$ cat src/rtl/decode_pkg.sv
// Shared decode definitions: MIPS opcode/funct codes, ALU operation and
// jump/branch encodings, and the ID/EX control bundle.
package decode_pkg;

    localparam logic [5:0] OP_RTYPE = 6'h00;
    localparam logic [5:0] OP_J     = 6'h02;
    localparam logic [5:0] OP_JAL   = 6'h03;
    localparam logic [5:0] OP_BEQ   = 6'h04;
    localparam logic [5:0] OP_BNE   = 6'h05;
    localparam logic [5:0] OP_ADDI  = 6'h08;
    localparam logic [5:0] OP_ADDIU = 6'h09;
    localparam logic [5:0] OP_SLTI  = 6'h0A;
    localparam logic [5:0] OP_ANDI  = 6'h0C;
    localparam logic [5:0] OP_ORI   = 6'h0D;
    localparam logic [5:0] OP_XORI  = 6'h0E;
    localparam logic [5:0] OP_LUI   = 6'h0F;
    localparam logic [5:0] OP_LW    = 6'h23;
    localparam logic [5:0] OP_SW    = 6'h2B;

    localparam logic [5:0] FN_JR    = 6'h08;

    localparam logic [1:0] JMP_NONE = 2'b00;
    localparam logic [1:0] JMP_J    = 2'b01;
    localparam logic [1:0] JMP_JAL  = 2'b10;
    localparam logic [1:0] JMP_JR   = 2'b11;

    localparam logic [1:0] BR_NONE  = 2'b00;
    localparam logic [1:0] BR_EQ    = 2'b01;
    localparam logic [1:0] BR_NE    = 2'b10;

    // ALU_FUNCT defers the operation choice to the funct field in EX.
    typedef enum logic [3:0] {
        ALU_ADD   = 4'd0,
        ALU_SUB   = 4'd1,
        ALU_AND   = 4'd2,
        ALU_OR    = 4'd3,
        ALU_XOR   = 4'd4,
        ALU_SLT   = 4'd5,
        ALU_LUI   = 4'd6,
        ALU_FUNCT = 4'd7
    } alu_op_t;

    typedef enum logic [1:0] {
        EXT_SIGN  = 2'd0,
        EXT_ZERO  = 2'd1,
        EXT_UPPER = 2'd2
    } ext_t;

    typedef struct packed {
        alu_op_t    ALUOp;
        logic       ALUSrc;
        logic       RegDst;
        logic [1:0] Jump;
        logic [1:0] Branch;
        logic       MemWrite;
        logic       MemRead;
        logic       Mem2Reg;
        logic       RegWrite;
        logic       Illegal;
    } ctrl_t;

endpackage

$ cat src/rtl/decode_stage_if.sv
// IF/ID input, register-file read port and ID/EX output signals of the
// decode stage; slave is the decode stage, master is its environment.
interface decode_stage_if #(
    parameter int XLEN = 32,
    parameter int RA_W = 5
);
    import decode_pkg::*;

    logic            i_valid;
    logic            o_ready;
    logic [31:0]     i_instruction;
    logic [XLEN-1:0] i_pcnext;

    logic [RA_W-1:0] o_reg_RegAddr1;
    logic [RA_W-1:0] o_reg_RegAddr2;
    logic [XLEN-1:0] i_reg_RegData1;
    logic [XLEN-1:0] i_reg_RegData2;

    logic            i_flush;
    logic            i_ready;
    logic            o_valid;
    logic [XLEN-1:0] o_EX_data_RSData;
    logic [XLEN-1:0] o_EX_data_RTData;
    logic [RA_W-1:0] o_EX_data_RSAddr;
    logic [RA_W-1:0] o_EX_data_RTAddr;
    logic [RA_W-1:0] o_EX_data_RDAddr;
    logic [XLEN-1:0] o_EX_data_ExtImm;
    logic [4:0]      o_EX_data_Shamt;
    logic [5:0]      o_EX_data_Funct;
    logic [XLEN-1:0] o_EX_data_PCNext;
    ctrl_t           o_EX_ctrl;

    modport slave (
        input  i_valid, i_instruction, i_pcnext, i_reg_RegData1, i_reg_RegData2,
               i_flush, i_ready,
        output o_ready, o_reg_RegAddr1, o_reg_RegAddr2, o_valid,
               o_EX_data_RSData, o_EX_data_RTData, o_EX_data_RSAddr,
               o_EX_data_RTAddr, o_EX_data_RDAddr, o_EX_data_ExtImm,
               o_EX_data_Shamt, o_EX_data_Funct, o_EX_data_PCNext, o_EX_ctrl
    );

    modport master (
        output i_valid, i_instruction, i_pcnext, i_reg_RegData1, i_reg_RegData2,
               i_flush, i_ready,
        input  o_ready, o_reg_RegAddr1, o_reg_RegAddr2, o_valid,
               o_EX_data_RSData, o_EX_data_RTData, o_EX_data_RSAddr,
               o_EX_data_RTAddr, o_EX_data_RDAddr, o_EX_data_ExtImm,
               o_EX_data_Shamt, o_EX_data_Funct, o_EX_data_PCNext, o_EX_ctrl
    );

endinterface

$ cat src/rtl/decode_ctrl.sv
// Combinational opcode/funct to control-bundle mapping, plus the rt-use flag
// for load-use detection and the immediate extension mode.
module decode_ctrl
    import decode_pkg::*;
(
    input  logic [5:0] opcode,
    input  logic [5:0] funct,
    output ctrl_t      ctrl,
    output logic       uses_rt,
    output ext_t       ext
);

    always_comb begin
        ctrl    = '0;
        uses_rt = 1'b0;
        ext     = EXT_SIGN;
        case (opcode)
            OP_RTYPE: begin
                uses_rt = 1'b1;
                if (funct == FN_JR) begin
                    ctrl.Jump = JMP_JR;
                end else begin
                    ctrl.ALUOp    = ALU_FUNCT;
                    ctrl.RegDst   = 1'b1;
                    ctrl.RegWrite = 1'b1;
                end
            end
            OP_J:   ctrl.Jump = JMP_J;
            OP_JAL: begin
                ctrl.Jump     = JMP_JAL;
                ctrl.RegWrite = 1'b1;
            end
            OP_BEQ: begin
                ctrl.Branch = BR_EQ;
                ctrl.ALUOp  = ALU_SUB;
                uses_rt     = 1'b1;
            end
            OP_BNE: begin
                ctrl.Branch = BR_NE;
                ctrl.ALUOp  = ALU_SUB;
                uses_rt     = 1'b1;
            end
            OP_ADDI, OP_ADDIU: begin
                ctrl.ALUOp    = ALU_ADD;
                ctrl.ALUSrc   = 1'b1;
                ctrl.RegWrite = 1'b1;
            end
            OP_SLTI: begin
                ctrl.ALUOp    = ALU_SLT;
                ctrl.ALUSrc   = 1'b1;
                ctrl.RegWrite = 1'b1;
            end
            OP_ANDI: begin
                ctrl.ALUOp    = ALU_AND;
                ctrl.ALUSrc   = 1'b1;
                ctrl.RegWrite = 1'b1;
                ext           = EXT_ZERO;
            end
            OP_ORI: begin
                ctrl.ALUOp    = ALU_OR;
                ctrl.ALUSrc   = 1'b1;
                ctrl.RegWrite = 1'b1;
                ext           = EXT_ZERO;
            end
            OP_XORI: begin
                ctrl.ALUOp    = ALU_XOR;
                ctrl.ALUSrc   = 1'b1;
                ctrl.RegWrite = 1'b1;
                ext           = EXT_ZERO;
            end
            OP_LUI: begin
                ctrl.ALUOp    = ALU_LUI;
                ctrl.ALUSrc   = 1'b1;
                ctrl.RegWrite = 1'b1;
                ext           = EXT_UPPER;
            end
            OP_LW: begin
                ctrl.ALUOp    = ALU_ADD;
                ctrl.ALUSrc   = 1'b1;
                ctrl.MemRead  = 1'b1;
                ctrl.Mem2Reg  = 1'b1;
                ctrl.RegWrite = 1'b1;
            end
            OP_SW: begin
                ctrl.ALUOp    = ALU_ADD;
                ctrl.ALUSrc   = 1'b1;
                ctrl.MemWrite = 1'b1;
                uses_rt       = 1'b1;
            end
            default: ctrl.Illegal = 1'b1;
        endcase
    end

endmodule

$ cat src/rtl/decode_stage.sv
// MIPS instruction decode stage with ID/EX pipeline register.
// Define DECODE_LOADUSE_STALL_EN to build in load-use hazard stalling.
module decode_stage
    import decode_pkg::*;
#(
    parameter int XLEN = 32,
    parameter int RA_W = 5
)(
    input logic          clk,
    input logic          rst,
    decode_stage_if.slave bus
);

    logic [5:0]      opcode;
    logic [5:0]      funct;
    logic [4:0]      shamt;
    logic [15:0]     imm;
    logic [RA_W-1:0] rs;
    logic [RA_W-1:0] rt;
    logic [RA_W-1:0] rd;

    ctrl_t           dec_ctrl;
    logic            dec_uses_rt;
    ext_t            dec_ext;
    logic [XLEN-1:0] ext_imm;

    logic            ex_valid;
    ctrl_t           ex_ctrl;
    logic [XLEN-1:0] ex_rs_data;
    logic [XLEN-1:0] ex_rt_data;
    logic [RA_W-1:0] ex_rs;
    logic [RA_W-1:0] ex_rt;
    logic [RA_W-1:0] ex_rd;
    logic [XLEN-1:0] ex_imm;
    logic [4:0]      ex_shamt;
    logic [5:0]      ex_funct;
    logic [XLEN-1:0] ex_pc;

    logic            advance;
    logic            hazard;
    logic            load_valid;

    assign opcode = bus.i_instruction[31:26];
    assign rs     = RA_W'(bus.i_instruction[25:21]);
    assign rt     = RA_W'(bus.i_instruction[20:16]);
    assign rd     = RA_W'(bus.i_instruction[15:11]);
    assign shamt  = bus.i_instruction[10:6];
    assign funct  = bus.i_instruction[5:0];
    assign imm    = bus.i_instruction[15:0];

    decode_ctrl u_decode_ctrl (
        .opcode  (opcode),
        .funct   (funct),
        .ctrl    (dec_ctrl),
        .uses_rt (dec_uses_rt),
        .ext     (dec_ext)
    );

    always_comb begin
        case (dec_ext)
            EXT_ZERO:  ext_imm = XLEN'(imm);
            EXT_UPPER: ext_imm = XLEN'({imm, 16'h0000});
            default:   ext_imm = {{(XLEN-16){imm[15]}}, imm};
        endcase
    end

`ifdef DECODE_LOADUSE_STALL_EN
    assign hazard = ex_valid && ex_ctrl.MemRead && (ex_rt != '0) &&
                    ((ex_rt == rs) || (dec_uses_rt && (ex_rt == rt)));
`else
    // Software fills load delay slots; the rt-use flag has no consumer here.
    logic unused_uses_rt;
    assign unused_uses_rt = dec_uses_rt;
    assign hazard         = 1'b0;
`endif

    assign advance    = !ex_valid || bus.i_ready;
    assign load_valid = bus.i_valid && !hazard;
    // A flushed instruction is consumed so the front end does not replay it.
    assign bus.o_ready = advance && (bus.i_flush || !hazard);

    assign bus.o_reg_RegAddr1 = rs;
    assign bus.o_reg_RegAddr2 = rt;

    always_ff @(posedge clk) begin
        if (rst) begin
            ex_valid   <= 1'b0;
            ex_ctrl    <= '0;
            ex_rs_data <= '0;
            ex_rt_data <= '0;
            ex_rs      <= '0;
            ex_rt      <= '0;
            ex_rd      <= '0;
            ex_imm     <= '0;
            ex_shamt   <= '0;
            ex_funct   <= '0;
            ex_pc      <= '0;
        end else if (bus.i_flush) begin
            ex_valid <= 1'b0;
            ex_ctrl  <= '0;
        end else if (advance) begin
            ex_valid   <= load_valid;
            ex_ctrl    <= load_valid ? dec_ctrl : '0;
            ex_rs_data <= bus.i_reg_RegData1;
            ex_rt_data <= bus.i_reg_RegData2;
            ex_rs      <= rs;
            ex_rt      <= rt;
            ex_rd      <= rd;
            ex_imm     <= ext_imm;
            ex_shamt   <= shamt;
            ex_funct   <= funct;
            ex_pc      <= bus.i_pcnext;
        end
    end

    assign bus.o_valid          = ex_valid;
    assign bus.o_EX_ctrl        = ex_ctrl;
    assign bus.o_EX_data_RSData = ex_rs_data;
    assign bus.o_EX_data_RTData = ex_rt_data;
    assign bus.o_EX_data_RSAddr = ex_rs;
    assign bus.o_EX_data_RTAddr = ex_rt;
    assign bus.o_EX_data_RDAddr = ex_rd;
    assign bus.o_EX_data_ExtImm = ex_imm;
    assign bus.o_EX_data_Shamt  = ex_shamt;
    assign bus.o_EX_data_Funct  = ex_funct;
    assign bus.o_EX_data_PCNext = ex_pc;

endmodule
$ cat src/flat_wrapper.sv
// flat-port wrapper written by rule: the top's interface ports become plain ports
module decode_stage_flat import decode_pkg::*;
#(
    parameter int XLEN = 32,
    parameter int RA_W = 5
)
  (clk, rst, bus_i_valid, bus_i_instruction, bus_i_pcnext, bus_i_reg_RegData1, bus_i_reg_RegData2, bus_i_flush, bus_i_ready, bus_o_ready, bus_o_reg_RegAddr1, bus_o_reg_RegAddr2, bus_o_valid, bus_o_EX_data_RSData, bus_o_EX_data_RTData, bus_o_EX_data_RSAddr, bus_o_EX_data_RTAddr, bus_o_EX_data_RDAddr, bus_o_EX_data_ExtImm, bus_o_EX_data_Shamt, bus_o_EX_data_Funct, bus_o_EX_data_PCNext, bus_o_EX_ctrl);
  decode_stage_if #(.XLEN(XLEN), .RA_W(RA_W)) bus_i ();
  input logic clk;
  input logic rst;
  input wire logic [$bits(bus_i.i_valid)-1:0] bus_i_valid;
  input wire logic [$bits(bus_i.i_instruction)-1:0] bus_i_instruction;
  input wire logic [$bits(bus_i.i_pcnext)-1:0] bus_i_pcnext;
  input wire logic [$bits(bus_i.i_reg_RegData1)-1:0] bus_i_reg_RegData1;
  input wire logic [$bits(bus_i.i_reg_RegData2)-1:0] bus_i_reg_RegData2;
  input wire logic [$bits(bus_i.i_flush)-1:0] bus_i_flush;
  input wire logic [$bits(bus_i.i_ready)-1:0] bus_i_ready;
  output wire logic [$bits(bus_i.o_ready)-1:0] bus_o_ready;
  output wire logic [$bits(bus_i.o_reg_RegAddr1)-1:0] bus_o_reg_RegAddr1;
  output wire logic [$bits(bus_i.o_reg_RegAddr2)-1:0] bus_o_reg_RegAddr2;
  output wire logic [$bits(bus_i.o_valid)-1:0] bus_o_valid;
  output wire logic [$bits(bus_i.o_EX_data_RSData)-1:0] bus_o_EX_data_RSData;
  output wire logic [$bits(bus_i.o_EX_data_RTData)-1:0] bus_o_EX_data_RTData;
  output wire logic [$bits(bus_i.o_EX_data_RSAddr)-1:0] bus_o_EX_data_RSAddr;
  output wire logic [$bits(bus_i.o_EX_data_RTAddr)-1:0] bus_o_EX_data_RTAddr;
  output wire logic [$bits(bus_i.o_EX_data_RDAddr)-1:0] bus_o_EX_data_RDAddr;
  output wire logic [$bits(bus_i.o_EX_data_ExtImm)-1:0] bus_o_EX_data_ExtImm;
  output wire logic [$bits(bus_i.o_EX_data_Shamt)-1:0] bus_o_EX_data_Shamt;
  output wire logic [$bits(bus_i.o_EX_data_Funct)-1:0] bus_o_EX_data_Funct;
  output wire logic [$bits(bus_i.o_EX_data_PCNext)-1:0] bus_o_EX_data_PCNext;
  output wire logic [$bits(bus_i.o_EX_ctrl)-1:0] bus_o_EX_ctrl;
  assign bus_i.i_valid = bus_i_valid;
  assign bus_i.i_instruction = bus_i_instruction;
  assign bus_i.i_pcnext = bus_i_pcnext;
  assign bus_i.i_reg_RegData1 = bus_i_reg_RegData1;
  assign bus_i.i_reg_RegData2 = bus_i_reg_RegData2;
  assign bus_i.i_flush = bus_i_flush;
  assign bus_i.i_ready = bus_i_ready;
  assign bus_o_ready = bus_i.o_ready;
  assign bus_o_reg_RegAddr1 = bus_i.o_reg_RegAddr1;
  assign bus_o_reg_RegAddr2 = bus_i.o_reg_RegAddr2;
  assign bus_o_valid = bus_i.o_valid;
  assign bus_o_EX_data_RSData = bus_i.o_EX_data_RSData;
  assign bus_o_EX_data_RTData = bus_i.o_EX_data_RTData;
  assign bus_o_EX_data_RSAddr = bus_i.o_EX_data_RSAddr;
  assign bus_o_EX_data_RTAddr = bus_i.o_EX_data_RTAddr;
  assign bus_o_EX_data_RDAddr = bus_i.o_EX_data_RDAddr;
  assign bus_o_EX_data_ExtImm = bus_i.o_EX_data_ExtImm;
  assign bus_o_EX_data_Shamt = bus_i.o_EX_data_Shamt;
  assign bus_o_EX_data_Funct = bus_i.o_EX_data_Funct;
  assign bus_o_EX_data_PCNext = bus_i.o_EX_data_PCNext;
  assign bus_o_EX_ctrl = bus_i.o_EX_ctrl;
  decode_stage #(.XLEN(XLEN), .RA_W(RA_W)) u_core (.clk(clk), .rst(rst), .bus(bus_i));
endmodule
$ cat config.mk
export PLATFORM = sky130hd
export DESIGN_NAME = decode_stage_flat
export DESIGN_NICKNAME = d
export VERILOG_FILES = /design/src/rtl/decode_pkg.sv /design/src/rtl/decode_stage_if.sv /design/src/rtl/decode_ctrl.sv /design/src/rtl/decode_stage.sv /design/src/flat_wrapper.sv
export SDC_FILE = /design/constraint.sdc
export NUM_CORES = 1
export LEC_CHECK = 0
export BUFFER_PORTS_ARGS = -buffer_cell sky130_fd_sc_hd__buf_2
export CORE_MARGIN = 5
export CORE_UTILIZATION = 49
export CTS_BUF_LIST = sky130_fd_sc_hd__clkbuf_16
export DETAILED_ROUTE_END_ITERATION = 6
export GPL_ROUTABILITY_DRIVEN = 0
export GPL_TIMING_DRIVEN = 0
export HOLD_SLACK_MARGIN = 0.03
export PLACE_DENSITY_LB_ADDON = 0.25
export SLEW_MARGIN = 30
export SYNTH_ARGS = -nofsm -noshare
export SYNTH_HDL_FRONTEND = slang
export SYNTH_SLANG_ARGS = --single-unit
$ cat constraint.sdc
create_clock -name clk -period 4.1 [get_ports clk]
set_input_delay 0.615 -clock clk [delete_from_list [all_inputs] [get_ports clk]]
set_output_delay 0.615 -clock clk [all_outputs]
set_load 0.02 [all_outputs]
# After elaboration in Yosys (flattened, before gate mapping)
# Cells that the tools add are included.
[totals]
output_inout_bits = 181
register_bits = 170
input_bits = 133
word_cells = 62
[classes]
n_bitwise = 1
n_reduce_logical = 10
eq_ne = 16
n_mux = 15
[ops]
columns = ["cell", "count"]
rows = [
  ["$pmux W32 S2", 1],
  ["$eq A6 B4 Y1 const B", 8],
  ["$pmux W4 S7", 1],
  ["$reduce_or A9 Y1", 2],
  ["$mux W15", 1],
  ["$reduce_or A14 Y1", 1],
  ["$eq A6 B2 Y1 const B", 2],
  ["$eq A6 B3 Y1 const B", 2],
  ["$eq A6 B6 Y1 const B", 2],
  ["$pmux W2 S2", 2],
  ["$logic_not A6 Y1", 1],
  ["$pmux W2 S3", 1],
  ["$mux W1", 5],
  ["$mux W2", 2],
  ["$reduce_or A2 Y1", 2],
  ["$mux W3", 1],
  ["$reduce_or A3 Y1", 1],
  ["$eq A2 B1 Y1 const B", 1],
  ["$eq A2 B2 Y1 const B", 1],
  ["$pmux W1 S2", 1],
  ["$reduce_and A2 Y1", 1],
  ["$logic_not A1 Y1", 1],
  ["$logic_or A1 B1 Y1", 1],
  ["$not A1 Y1", 1],
]

# Logic depth before layout (Yosys ltp)
[depth]
word_depth = 5
mapped_depth = 10

# Hierarchy
# A second synthesis with hierarchy kept.
[unflattened]
cells_unflattened = 848
hier_area_um2 = 7119.3
[by_module_without_submodules]
columns = ["module", "area_per_inst_um2", "cells_each", "seq_area_each_um2", "n_inst"]
rows = [
  ["decode_stage", 6762.7, 791, 3403.3, 1],
  ["decode_ctrl", 356.6, 57, 0.0, 1],
]

# Worst setup path after synthesis
# No wires, ideal clock.
[synth_timing]
kind = "in2reg"
startpoint = "input bus_i_instruction[28]"
endpoint = "register u_core.ex_imm[21] (netlist: u_core.bus.o_EX_data_ExtImm[21])"
setup_time_ps = 86
t_arrival_ps = 2388
stages = 8
required_ps = 4014
slack_ps = 1627
n_path_buf = 2
cell_sequence = "clkbuf_1 -> nand2_1 -> nor4_1 -> ha_1 -> nor2b_1 -> clkbuf_1 -> nand2_1 -> a211oi_1"
[synth_between]
elab_chain_cells = 5
elab_cells_between_ends = 9
classes_between = "eq/ne: 6; mux: 2; reduce/logical: 1"
[synth_lines]
columns = ["element", "line_no", "text"]
rows = [
  ["start, declared", "flat_wrapper.sv:12", "input wire logic [$bits(bus_i.i_instruction)-1:0] bus_i_instruction;"],
  ["$eq A6 B4 Y1", "decode_ctrl.sv:17", "case (opcode)"],
  ["$reduce_or A3 Y1 (no source line)", "--", ""],
  ["$pmux W2 S2 (*)", "decode_ctrl.sv:17", ""],
  ["$eq A2 B2 Y1 / $eq A2 B1 Y1 (equally long branches)", "decode_stage.sv:60", "case (dec_ext)"],
  ["$pmux W32 S2 (*)", "decode_stage.sv:60", ""],
  ["end signal, assigned", "decode_stage.sv:109", "ex_imm <= ext_imm;"],
  ["end, declared", "decode_stage.sv:34", "logic [XLEN-1:0] ex_imm;"],
]
# Mark *: on every way between the ends. The rest lies on a longest branch, timed or not.
# A chain may end at the register's enable or synchronous reset.

# Worst setup path in the final report
[layout_timing]
startpoint = "input bus_i_instruction[29]"
endpoint = "register u_core.ex_imm[24] (netlist: u_core.bus.o_EX_data_ExtImm[24])"
# Same word-level chain as after synthesis.

==> results.sh <==
export IMPL_rows=41
export IMPL_place_ws_ns=0.9010
export IMPL_area_growth_pct=36.29
export IMPL_async_flop_share_pct=0
export IMPL_dieArea_sq_mm=0.01525
export IMPL_hp_class="in2reg"
export IMPL_min_path_cells=2
export IMPL_setup_viol=0
export IMPL_synth_flop_cell="dfxtp_1"
export IMPL_cap_violations=0
export IMPL_cts_htree_levels=4
export IMPL_pwr_share_seq_pct=46.8
export IMPL_post_cts_resized=0
export IMPL_post_cts_buffers=0
export IMPL_post_route_drc_count=0
export IMPL_hold_path_end="u_core.bus.o_EX_ctrl[7]"
export IMPL_drt_iter0_drc=346
export IMPL_crit_type="in2reg"
export IMPL_drive_above_1_share_pct=33.75
export IMPL_syn_area_sq_mm=0.006310
export IMPL_portBuffers=310
export IMPL_multi_input_area_sq_mm=0.002482
export IMPL_post_drt_wl_per_cell_um=15.56
export IMPL_syn_area_per_cell_sq_um=8.079
export IMPL_fp_coreArea_sq_mm=0.01262
export IMPL_seq_area_frac_synth_pct=53.30
export IMPL_drtAntennaViolNets=0
export IMPL_outcome="finished, final reports clean"
export IMPL_cts_root_buffer_cell="clkbuf_16"
export IMPL_die_h_um=123.5
export IMPL_final_nets=1245
export IMPL_fillers=1146
export IMPL_hold_buffers=0
export IMPL_tightestPinTransition_ns=0.6591
export IMPL_cts_sinks=168
export IMPL_groute_usage_overall_pct=25.51
export IMPL_cp_max_fo=10
export IMPL_ys_warn_count=0
export IMPL_clkTransAtPathRegs_ns=0.06
export IMPL_rr_startpoint="u_core.bus.o_valid"
export IMPL_synth_cell_types=36
export IMPL_clkPwrFrac_pct=37.8
export IMPL_synth_fp_nets=916
export IMPL_initial_core_util_pct=50.00
export IMPL_worst_slew_margin_rel_pct=55.72
export IMPL_worst_ep_arrival_time_ns=3.16
export IMPL_synth_seq_cells=168
export IMPL_min_delay_start="bus_i_instruction[26]"
export IMPL_hpwl_um=15480
export IMPL_slew_viol_final=0
export IMPL_power_internal_mw=2.746
export IMPL_skew_ns=0.004416
export IMPL_cts_tree="yes"
export IMPL_hold_ws_ns=0.4255
export IMPL_synth_edff_count=0
export IMPL_rsz0062_at_grt="no"
export IMPL_sw_frac_of_total_pct=27.26
export IMPL_grt_pass1_vias=6190
export IMPL_synthCells=781
export IMPL_comb_power_share_pct=15.4
export IMPL_p_leak_nw=4.148
export IMPL_start_kind="primary input"
export IMPL_firstDrtPassIters=5
export IMPL_peakVddDrop_v=0.0002711
export IMPL_grt_antenna_before_repair=0
export IMPL_via_per_inst=4.995
export IMPL_layout_common_cells="buf_2 (318), nand2_1 (269), dfxtp_1 (168)"
export IMPL_setup_slack_ns=1.272
export IMPL_fmax_mhz=353.6
export IMPL_end_kind="flip-flop"
export IMPL_hold_viol=0
export IMPL_gr_total_overflow=0
export IMPL_cts_path_max_buffers=2
export IMPL_finalCriticalPeriod_ns=2.828
export IMPL_seq_area_sq_mm=0.003363
export IMPL_wl_um=20150
export IMPL_grt_pass1_wl_um=30370
export IMPL_reg2regPathDepth=8
export IMPL_layout_cells_most_common="buf_2"
export IMPL_diodes=0
export IMPL_cts_buffers=17
export IMPL_vias=6469
export IMPL_timing_reg2reg_setup_slack_ns=2.36
export IMPL_p_per_area_mw_per_mm2=439.1
export IMPL_reg2reg_to="u_core.bus.o_EX_data_RDAddr[2]"
export IMPL_p_total_mw=3.776
export IMPL_clock_latency_ns=0.42
export IMPL_switchingPower_mw=1.029
export IMPL_setup_tns_ns=0
export IMPL_grt_start_max_net_pins=17
export IMPL_io_pins=314
export IMPL_finalCritPeriodShare_pct=68.98
export IMPL_required_ns=4.43
export IMPL_die_w_um=123.5
[per-stage QoR]
| step | instance area [sq um] | util, % | instances |
|---|---|---|---|
| after floorplan | 6310 | - | 781 |
| after global placement | 8077 | 64.00 | 1263 |
| after detailed placement | 8077 | 64.00 | 1263 |
| after CTS | 8600 | 68.14 | 1295 |
| after global routing | 8600 | 68.14 | 1295 |
| final | 8600 | 68.14 | 1295 |
[worst max-delay path by stage]
stage	endpoint	cells past startpoint	slack [ns]	start
CTS	u_core.bus.o_EX_data_ExtImm[24]	9	1.29	bus_i_instruction[29]
global placement	u_core.bus.o_EX_data_ExtImm[26]	9	0.93	bus_i_instruction[29]
detailed placement	u_core.bus.o_EX_data_ExtImm[24]	9	0.90	bus_i_instruction[29]
global route	u_core.bus.o_EX_data_ExtImm[26]	9	1.04	bus_i_instruction[29]
floorplan	u_core.bus.o_EX_data_ExtImm[21]	8	1.63	bus_i_instruction[28]
finish	u_core.bus.o_EX_data_ExtImm[24]	9	1.27	bus_i_instruction[29]
[cells by family (layout without fill, tap and decap cells)]
kind of cell | count (synthesis) | after routing | share of synthesized area, %
compound gates | 181 | 181 | 16.38
other cells | 1 | 1 | 0.05943
mux | 3 | 3 | 0.4759
simple gates | 349 | 349 | 22.03
buf+inv | 77 | 419 | 7.357
flops | 168 | 168 | 53.30
fa+ha+maj | 2 | 2 | 0.3965
[critical path, stage by stage]
cell,delay (ns)
buf_2,0.12
clkbuf_1,0.35
nand2_1,0.17
nor4_1,0.37
ha_1,0.35
nor2b_1,0.39
clkbuf_1,0.43
nand2_1,0.13
a211oi_1,0.23
[final cells by class]
class                           instances  share of cell area (%)
Buffer                                 70                   5.092
Timing Repair Buffer                  310                   18.04
Multi-Input combinational cell        536                   28.87
Clock buffer                           17                   4.947
Clock inverter                         15                   1.135
Tap cell                              172                   2.503
Inverter                                7                  0.3055
Sequential cell                       168                   39.11
[Yosys cell counts (all sizes together), types with 2 or more instances]
master | n | area share [%]
a32oi | 2 | 0.28
clkbuf | 33 | 2.0
a211oi | 17 | 2.1
or2 | 4 | 0.40
a32o | 2 | 0.32
nand3 | 3 | 0.24
o211ai | 2 | 0.24
ha | 2 | 0.40
nor2 | 52 | 3.1
nand4 | 2 | 0.20
nor2b | 3 | 0.34
nor3 | 3 | 0.24
nor4 | 2 | 0.20
nand2 | 269 | 16
mux2i | 3 | 0.48
inv | 7 | 0.42
dfxtp | 168 | 53
a22o | 2 | 0.28
a21oi | 131 | 10
o21ai | 6 | 0.48
nand3b | 2 | 0.24
buf | 37 | 5.0
o31ai | 2 | 0.24
nand2b | 4 | 0.40
a22oi | 16 | 1.9
nor4b | 2 | 0.28
[power by group through the flow]
| stage | clock network (mW) | registers, mW | logic [mW] |
|---|---|---|---|
| finish | 1.43 | 1.77 | 0.580 |
| global placement | 0 | 1.80 | 0.577 |
| detailed placement | 0 | 1.80 | 0.583 |
| CTS | 1.45 | 1.77 | 0.585 |
| floorplan | 0 | 1.92 | 0.224 |
| global route | 1.53 | 1.78 | 0.633 |
[layer usage]
| metal | GRT usage (%) | vias up | part of all wire (%) |
|---|---|---|---|
| met2 | 43.83 | 274 | 49 |
| met1 | 28.69 | 2935 | 38 |
| met3 | 9.012 | 48 | 10 |
| met5 | 0 | - | 0 |
| met4 | 10.59 | 0 | 3.1 |
| li1 | - | 3212 | - |
[state kept, by name, indices dropped and copies added (netlist names)]
register / cells
u_core.bus.o_EX_data_RTAddr: 5
u_core.bus.o_EX_data_Shamt: 5
u_core.bus.o_EX_data_RSAddr: 5
u_core.bus.o_EX_data_RDAddr: 5
u_core.bus.o_EX_ctrl: 13
u_core.bus.o_EX_data_RTData: 32
u_core.bus.o_EX_data_RSData: 32
u_core.bus.o_EX_data_Funct: 6
u_core.bus.o_EX_data_ExtImm: 32
u_core.bus.o_valid: 1
u_core.bus.o_EX_data_PCNext: 32
Power figures use the tool's default switching activity.
